--- src/rtl/mem_lsu.sv ---
// ============================================================================
// Module   : mem_lsu
// Brief    : MEM pipeline stage with an integrated Wishbone load/store master.
// Revision : 1.0
// ============================================================================
`default_nettype none

module mem_lsu #(
    parameter int ADDR_W  = 32,
    parameter int RD_W    = 5,
    parameter int TIMEOUT = 16
) (
    input  logic              clk_i,
    input  logic              rst_i,
    input  logic              mem_valid_i,
    input  logic [ADDR_W-1:0] mem_alu_i,
    input  logic [31:0]       mem_rsc2_i,
    input  logic [31:0]       mem_pc_i,
    input  logic [31:0]       mem_pc4_i,
    input  logic              mem_link_i,
    input  logic [RD_W-1:0]   mem_rd_i,
    input  logic              mem_we_i,
    input  logic              mem_re_i,
    input  logic [2:0]        mem_funct3_i,
    input  logic              mem_stall_i,
    output logic              mem_stall_o,
    output logic              mem_valid_o,
    output logic [31:0]       mem_out_o,
    output logic [RD_W-1:0]   mem_rd_o,
    output logic [31:0]       mem_pc_o,
    output logic              mem_exc_o,
    output logic [3:0]        mem_exc_code_o,
    output logic              wbs_cyc_o,
    output logic              wbs_stb_o,
    output logic              wbs_we_o,
    output logic [ADDR_W-1:0] wbs_addr_o,
    output logic [3:0]        wbs_sel_o,
    output logic [31:0]       wbs_dat_o,
    input  logic [31:0]       wbs_dat_i,
    input  logic              wbs_ack_i,
    input  logic              wbs_err_i
);

    localparam int CNT_W = (TIMEOUT > 1) ? $clog2(TIMEOUT) : 1;
    localparam logic [CNT_W-1:0] c_TO_LAST = CNT_W'((TIMEOUT > 0) ? TIMEOUT - 1 : 0);

    typedef enum logic [0:0] {
        S_IDLE = 1'b0,
        S_BUS  = 1'b1
    } state_t;

    state_t            r_state, w_state_nxt;
    logic [CNT_W-1:0]  r_cnt;
    logic              r_valid, r_exc, r_cyc, r_we, r_ld;
    logic [31:0]       r_out, r_pc, r_dat, r_alu32;
    logic [RD_W-1:0]   r_rd, r_mrd;
    logic [3:0]        r_code, r_sel;
    logic [ADDR_W-1:0] r_addr;
    logic [2:0]        r_f3;
    logic [1:0]        r_lane;

    logic              w_accept, w_is_mem, w_illegal, w_misal, w_trap, w_start;
    logic              w_timeout, w_fault, w_ok;
    logic [3:0]        w_trap_code, w_sel;
    logic [31:0]       w_alu32, w_dat, w_shift, w_ld;

    assign mem_stall_o = (r_state == S_BUS) | (r_valid & mem_stall_i);

    always_comb begin
        w_alu32     = 32'(mem_alu_i);
        w_accept    = (r_state == S_IDLE) & mem_valid_i & ~mem_stall_o;
        w_is_mem    = mem_we_i | mem_re_i;
        w_illegal   = mem_we_i ? (mem_funct3_i > 3'b010)
                               : ((mem_funct3_i == 3'b011) || (mem_funct3_i[2:1] == 2'b11));
        w_misal     = ((mem_funct3_i[1:0] == 2'b01) & mem_alu_i[0]) |
                      ((mem_funct3_i[1:0] == 2'b10) & (mem_alu_i[1:0] != 2'b00));
        w_trap      = w_is_mem & (w_illegal | w_misal);
        w_trap_code = w_illegal ? 4'd2 : (mem_we_i ? 4'd6 : 4'd4);
        w_start     = w_accept & w_is_mem & ~w_trap;
        w_timeout   = (TIMEOUT != 0) && (r_cnt == c_TO_LAST);
        // A fault (error or timeout) takes priority over a simultaneous ack.
        w_fault     = (r_state == S_BUS) & (wbs_err_i | w_timeout);
        w_ok        = (r_state == S_BUS) & wbs_ack_i & ~w_fault;

        case (mem_funct3_i[1:0])
            2'b00:   begin w_sel = 4'b0001 << mem_alu_i[1:0]; w_dat = {4{mem_rsc2_i[7:0]}};  end
            2'b01:   begin w_sel = 4'b0011 << mem_alu_i[1:0]; w_dat = {2{mem_rsc2_i[15:0]}}; end
            default: begin w_sel = 4'b1111;                   w_dat = mem_rsc2_i;            end
        endcase

        w_shift = wbs_dat_i >> {r_lane, 3'b000};
        case (r_f3)
            3'b000:  w_ld = {{24{w_shift[7]}},  w_shift[7:0]};
            3'b001:  w_ld = {{16{w_shift[15]}}, w_shift[15:0]};
            3'b100:  w_ld = {24'd0, w_shift[7:0]};
            3'b101:  w_ld = {16'd0, w_shift[15:0]};
            default: w_ld = wbs_dat_i;
        endcase

        w_state_nxt = r_state;
        case (r_state)
            S_IDLE:  if (w_start) w_state_nxt = S_BUS;
            S_BUS:   if (w_fault | w_ok) w_state_nxt = S_IDLE;
            default: w_state_nxt = S_IDLE;
        endcase
    end

    always_ff @(posedge clk_i or negedge rst_i) begin
        if (!rst_i) r_state <= S_IDLE;
        else        r_state <= w_state_nxt;
    end

    always_ff @(posedge clk_i or negedge rst_i) begin
        if (!rst_i) begin
            r_cnt <= '0; r_cyc <= 1'b0; r_we <= 1'b0; r_addr <= '0; r_sel <= 4'd0; r_dat <= 32'd0;
            r_ld <= 1'b0; r_f3 <= 3'd0; r_lane <= 2'd0; r_alu32 <= 32'd0; r_mrd <= '0;
        end else begin
            if (w_accept)                r_cnt <= '0;
            else if (r_state == S_BUS)   r_cnt <= r_cnt + 1'b1;
            if (w_start) begin
                r_cyc   <= 1'b1;
                r_we    <= mem_we_i;
                r_addr  <= {mem_alu_i[ADDR_W-1:2], 2'b00};
                r_sel   <= w_sel;
                r_dat   <= w_dat;
                r_ld    <= ~mem_we_i;
                r_f3    <= mem_funct3_i;
                r_lane  <= mem_alu_i[1:0];
                r_alu32 <= w_alu32;
                r_mrd   <= mem_rd_i;
            end else if (w_fault | w_ok) begin
                r_cyc   <= 1'b0;
            end
        end
    end

    // Result registers freeze while WB is stalling a valid result.
    always_ff @(posedge clk_i or negedge rst_i) begin
        if (!rst_i) begin
            r_valid <= 1'b0; r_out <= 32'd0; r_rd <= '0; r_pc <= 32'd0; r_exc <= 1'b0; r_code <= 4'd0;
        end else if (!(r_valid & mem_stall_i)) begin
            r_valid <= 1'b0;
            if (w_accept) r_pc <= mem_pc_i;
            if (w_accept & ~w_start) begin
                r_valid <= 1'b1;
                r_exc   <= w_trap;
                r_code  <= w_trap ? w_trap_code : 4'd0;
                r_out   <= (w_trap | ~mem_link_i) ? w_alu32 : mem_pc4_i;
                r_rd    <= w_trap ? '0 : mem_rd_i;
            end else if (w_fault) begin
                r_valid <= 1'b1;
                r_exc   <= 1'b1;
                r_code  <= r_ld ? 4'd5 : 4'd7;
                r_out   <= r_alu32;
                r_rd    <= '0;
            end else if (w_ok) begin
                r_valid <= 1'b1;
                r_exc   <= 1'b0;
                r_code  <= 4'd0;
                r_out   <= r_ld ? w_ld : 32'd0;
                r_rd    <= r_ld ? r_mrd : '0;
            end
        end
    end

    assign mem_valid_o    = r_valid;
    assign mem_out_o      = r_out;
    assign mem_rd_o       = r_rd;
    assign mem_pc_o       = r_pc;
    assign mem_exc_o      = r_exc;
    assign mem_exc_code_o = r_code;
    assign wbs_cyc_o      = r_cyc;
    assign wbs_stb_o      = r_cyc;
    assign wbs_we_o       = r_we;
    assign wbs_addr_o     = r_addr;
    assign wbs_sel_o      = r_sel;
    assign wbs_dat_o      = r_dat;

endmodule

`default_nettype wire
--- config.mk ---
export PLATFORM = sky130hd
export DESIGN_NAME = mem_lsu
export DESIGN_NICKNAME = d
export VERILOG_FILES = /design/src/rtl/mem_lsu.sv
export SDC_FILE = /design/constraint.sdc
export NUM_CORES = 1
export LEC_CHECK = 0
export CAP_MARGIN = 20
export CORE_MARGIN = 2
export CORE_UTILIZATION = 35
export CTS_CLUSTER_SIZE = 24
export DETAILED_ROUTE_END_ITERATION = 8
export GPL_ROUTABILITY_DRIVEN = 0
export PLACE_DENSITY = 0.67
export SLEW_MARGIN = 20
export SYNTH_ARGS = -nofsm -noshare
export SYNTH_HDL_FRONTEND = slang
export SYNTH_SLANG_ARGS = --single-unit
export TNS_END_PERCENT = 20
--- constraint.sdc ---
create_clock -name clk_i -period 3.51 [get_ports clk_i]
set_clock_uncertainty 0.15 [all_clocks]
set_input_delay 1.053 -clock clk_i [delete_from_list [all_inputs] [get_ports clk_i]]
set_output_delay 1.053 -clock clk_i [all_outputs]
set_load 0.01 [all_outputs]
; ---- Yosys cells after proc, flatten, opt, wreduce, memory -nomap -nowiden
; Cells that the tools add are included.
[totals]
ff_bits = 191
word_cells = 101
[op_classes]
shifts = 3
bitwise = 27
eq_ne = 8
n_reduce_logical = 9
n_addsub = 1
muxes = 34
magnitude_cmp = 1
[ops]
columns = operator, count
row1 = $mux W32, 5
row2 = $pmux W32 S4, 1
row3 = $pmux W32 S2, 1
row4 = $shr A32 B5 Y16, 1
row5 = $mux W5, 5
row6 = $mux W4, 5
row7 = $and A1 B1 Y1, 12
row8 = $mux W1, 11
row9 = $not A1 Y1, 8
row10 = $pmux W4 S2, 1
row11 = $or A1 B1 Y1, 7
row12 = $eq A3 B3 Y1 const B, 2
row13 = $mux W3, 2
row14 = $reduce_bool A2 Y1, 3
row15 = $add A4 B1 Y4 const B, 1
row16 = $eq A2 B2 Y1 const B, 2
row17 = $eq A4 B4 Y1 const B, 1
row18 = $mux W2, 2
row19 = $reduce_and A2 Y1, 2
row20 = $shl A1 B2 Y4 const A, 1
row21 = $shl A2 B2 Y4 const A, 1
row22 = $eq A3 B1 Y1 const B, 1
row23 = $eq A3 B2 Y1 const B, 1
row24 = $gt A3 B2 Y1 const B, 1
row25 = 6 further kinds, 6

; ---- Logic depth before layout (Yosys ltp)
[logic_depth]
depth_word = 11
depth_mapped = 9

; ---- Worst setup path before layout
; No wires, ideal clock.
[synth_timing]
path_type = in2reg
start = in mem_funct3_i[0]
end = reg r_out[16], in the netlist mem_out_o[16]
path_stages = 7
arrival_time_ns = 2.638
t_required_ns = 3.278
setup_slack_ns = 0.640
cell_sequence = buf_2 > or4_4 > nand4_4 > nand4_4 > buf_2 > o32a_1 > a31oi_1
[synth_between]
elab_chain_cells = 11
elab_cells_between_ends = 20
classes_between = 1 x order compare / 3 x eq/ne / 3 x mux / 10 x bitwise / 3 x reduce/logical
[synth_lines]
columns = element, line_no
row1 = start: declaration, 24  ; input logic [2:0] mem_funct3_i,
row2 = branches (longest 3 deep; another with $gt A3 B2 Y1), -
row3 = $or A1 B1 Y1 (*), 77  ; w_trap = w_is_mem & (w_illegal | w_misal);
row4 = $and A1 B1 Y1 (*), 77
row5 = $not A1 Y1, 79  ; w_start = w_accept & w_is_mem & ~w_trap;
row6 = $and A1 B1 Y1, 79
row7 = $not A1 Y1, 144  ; if (w_accept & ~w_start) begin
row8 = $and A1 B1 Y1, 144
row9 = $reduce_bool A3 Y1 (no line), -
row10 = $reduce_and A2 Y1 (no line), -
row11 = end signal: assignment, 148  ; r_out <= (w_trap | ~mem_link_i) ? w_alu32 : mem_pc4_i;
row12 = end signal: assignment, 154  ; r_out <= r_alu32;
row13 = end signal: assignment, 160  ; r_out <= r_ld ? w_ld : 32'd0;
row14 = end: declaration, 55  ; logic [31:0] r_out, r_pc, r_dat, r_alu32;
; Mark *: on every way between the ends.
; A chain may end at the register's enable or synchronous reset.

; ---- Worst setup path after layout
[layout_timing]
start = in mem_stall_i
end = out mem_stall_o
[layout_between]
elab_chain_cells = 2
[layout_lines]
columns = element, line_no
row1 = start: declaration, 25  ; input logic mem_stall_i,
row2 = $and A1 B1 Y1, 67  ; assign mem_stall_o = (r_state == S_BUS) | (r_valid & mem_stall_i);
row3 = $or A1 B1 Y1, 67
row4 = end: declaration, 26  ; output logic mem_stall_o,
; No other way between the ends.

==> flow_summary.toml <==
[run_status]
status = "completed"

[grt]
top_usage_layer = "met2"
overflow = 0
antenna_found_initial = 0
use_met3 = 0.0708
use_met1 = 0.293
track_usage = 0.233
grt_use_met2 = 0.391
grt_max_degree = 67
grt_first_pass_wirelength_um = 43800
grt_pass1_vias = 7654

[floorplanning]
die-area_um2 = 24300
rows = 55
fp.dieW_um = 156
coreArea_um2 = 22600
io_pins = 324
initial_core_util = 0.357
die_h_um = 156

[synthesis]
synth_top_family_by_area = "simple AND/OR/NAND/NOR gates"
synth-main-ff-cell = "dfrtp_1"
ys_seq_area_frac = 0.490
synth-edff-count = 0
syn-instance-count = 939
yosys.area_share.simple = 0.213
synth_compound_area_frac = 0.176
synth_cell_types = 53
synthMuxAreaShare = 0.0450
synthXorXnorAreaFrac = 0.00326
syn_area_um2 = 8070
synth-adder-area-share = 0.00155
synth.avg_cell_area_um2 = 8.60
async_flop_share = 1.00
synth_warnings = 0
ys_ff_latch = 158

[clocking]
postCtsSetupBuffers = 0
cts_tree = "built"
post_cts_resized = 0
numCtsBuffers = 17
cts_root_buf = "clkbuf_16"
clk_pin_slew_ns = 0.07
clk_latency_ns = 0.42
h-tree-depth = 4
clock_sinks = 158
cts_buffer_depth = 2
cts_hold_buf = 0

[detailed_routing]
firstDrtPassIters = 5
drt-initial-drc-count = 406
avgRoutedWirePerCell_um = 18.9
antenna_left = 0
remaining_drc_errors = 0
via_count = 7764
finalWirelength_um = 28500
viasPerCell = 5.14

[power]
power_density_nw_per_um2 = 847
leakagePower_nw = 5.25
peakVddDrop_mv = 0.371

[worst_setup_path]
slowest_delay_ns = 0.52
cpMostUsedCell = "clkdlybuf4s50_1"
ff2ff_path_depth = 6
rrSetupSlack_ns = 0.86
start_kind = "input port"
cp-end-kind = "output pin"
crit_family = "buffers and inverters"
path_max_fanout = 2
cp.required_ns = 2.31
worstSetupPathType = "input port to output pin"
path_cells = "clkdlybuf4s50_1 > a21oi_2 > inv_1 > clkdlybuf4s50_1"
reg2reg_to = "mem_out_o[10]$_DFFE_PN0P_"
regToRegStartpoint = "r_alu32[1]$_DFFE_PN0P_"
crit_arrival_ns = 2.20
crit_slowest_cell = "clkdlybuf4s50_1"
crit_buf_inv = 3

[cells_and_area]
design_area_um2 = 12100
syn2layout_area_growth_pct = 49.3
fin_nets = 1389
drive_gt1_frac = 0.0662

[place]
dpl.hpwl_um = 20800
numPortBuffers = 320
placed_area_um2 = 11500

[timing]
max-slew-margin-rel = 0.382
max_freq_mhz = 294
hold_viol_final = 0
slew_viol_final = 0
setup_viol = 0
rsz0062_at_grt = "false"
fin_tns_setup_ns = 0
timing.final.crit_share = 0.968
finalHoldWorstSlack_ns = 0.325
worstMarginPinSlew_ns = 0.927
finalCriticalPeriod_ns = 3.40

[worst_hold_path]
holdPathStages = 2
hp-class = "flop to flop"
hold_start = "wbs_sel_o[2]$_DFFE_PN0P_"
min_to = "wbs_sel_o[2]$_DFFE_PN0P_"

[run]
maxCapViolations = 0
==> flip-flops by register name, indices dropped and copies added, names as in the netlist, 3 cells and up <==
register        count
r_mrd               5
mem_rd_o            5
r_alu32            32
mem_pc_o           32
r_f3                3
wbs_dat_o          32
mem_exc_code_o      3
mem_out_o          32
wbs_sel_o           4
r_cnt               4
==> routing by layer <==
layer  routed length (um)  share of wire  vias up
li1                     -              -     3722
met1                11800           0.41     3688
met2                13800           0.48      321
met3                 2460          0.086       33
met4                  511          0.018        0
met5                    0              0        -
==> where the power goes <==
| part | leakage [nW] | internal (mW) | total, mW | switching, mW |
|---|---|---|---|---|
| Clock | 0.266 | 0.937 | 1.78 | 0.842 |
| Sequential | 1.93 | 2.72 | 3.41 | 0.689 |
| Combinational | 3.05 | 2.63 | 5.02 | 2.38 |
| Total | 5.25 | 6.29 | 10.2 | 3.91 |
==> area by class of cell <==
| class | count | area, um^2 |
|---|---|---|
| Inverter | 5 | 18.8 |
| Tap cell | 285 | 357 |
| Timing Repair Buffer | 356 | 3570 |
| Antenna cell | 1 | 2.50 |
| Sequential cell | 158 | 3950 |
| Fill cell | 2109 | 10600 |
| Multi-Input combinational cell | 673 | 3590 |
| Clock inverter | 13 | 121 |
| Clock buffer | 19 | 433 |
==> cells by family after synthesis <==
family	after synthesis
other	1
adders and majority gates	1
and+or+nand+nor	424
buffers and inverters	110
xor gates and xnor gates	3
AOI/OAI and AO/OA	206
muxes	36
DFF	158
==> placed cells by master, fill, tap and decap left out, types with 4 or more instances in the layout <==
master	synthesis	layout
a21oi_1	33	33
nor3_1	9	9
clkbuf_16	0	17
o211ai_1	8	8
o2bb2ai_1	5	5
inv_1	5	5
o22ai_1	8	8
nor3b_1	5	5
o21ai_0	47	47
a31oi_1	17	17
buf_4	35	28
mux2i_1	34	34
o22a_1	15	15
buf_12	0	8
dfrtp_1	158	158
nand2_1	314	313
a22oi_1	35	35
nor2_1	69	69
inv_8	0	4
clkinv_4	0	4
nor2b_1	6	6
clkdlybuf4s50_1	0	319
o32a_1	17	17
==> worst min-delay path, stage by stage (launching register included) <==
cell,delay [ns]
dfrtp_1,0.35
nand2_1,0.05
nand2_1,0.05
==> synth_stat cells, types with 5 or more instances <==
master	count	area share
nor2b_1	6	0.0047
o21ai_0	47	0.029
nand2_1	314	0.15
nor3_1	9	0.0056
nor3b_1	5	0.0047
buf_4	35	0.033
o22a_1	15	0.016
buf_2	13	0.0081
dfrtp_1	158	0.49
o22ai_1	8	0.0062
a22oi_1	35	0.033
a21oi_1	33	0.020
nor2_1	69	0.032
o32a_1	17	0.021
a31oi_1	17	0.013
inv_1	5	0.0023
clkbuf_1	52	0.024
mux2i_1	34	0.042
o211ai_1	8	0.0074
o2bb2ai_1	5	0.0054
==> worst max-delay path by stage <==
stage,start,to,cells after the start
2_1_floorplan,mem_funct3_i[0],mem_out_o[16]$_DFFE_PN0P_,7
3_3_place_gp,mem_funct3_i[0],mem_out_o[10]$_DFFE_PN0P_,6
3_5_place_dp,mem_alu_i[0],mem_out_o[19]$_DFFE_PN0P_,7
4_1_cts,mem_stall_i,mem_stall_o,4
5_1_grt,mem_stall_i,mem_stall_o,4
6_report,mem_stall_i,mem_stall_o,4
==> through the flow <==
step	power, mW	cells	setup WS, ns	util
2_1_floorplan	5.91	941	0.640	-
3_3_place_gp	8.39	1477	0.105	0.508
3_5_place_dp	8.48	1477	0.0577	0.508
4_1_cts	10.3	1509	0.108	0.532
5_1_grt	10.9	1509	0.0337	0.532
6_report	10.2	1510	0.111	0.532
Power figures use the tool's default switching activity.
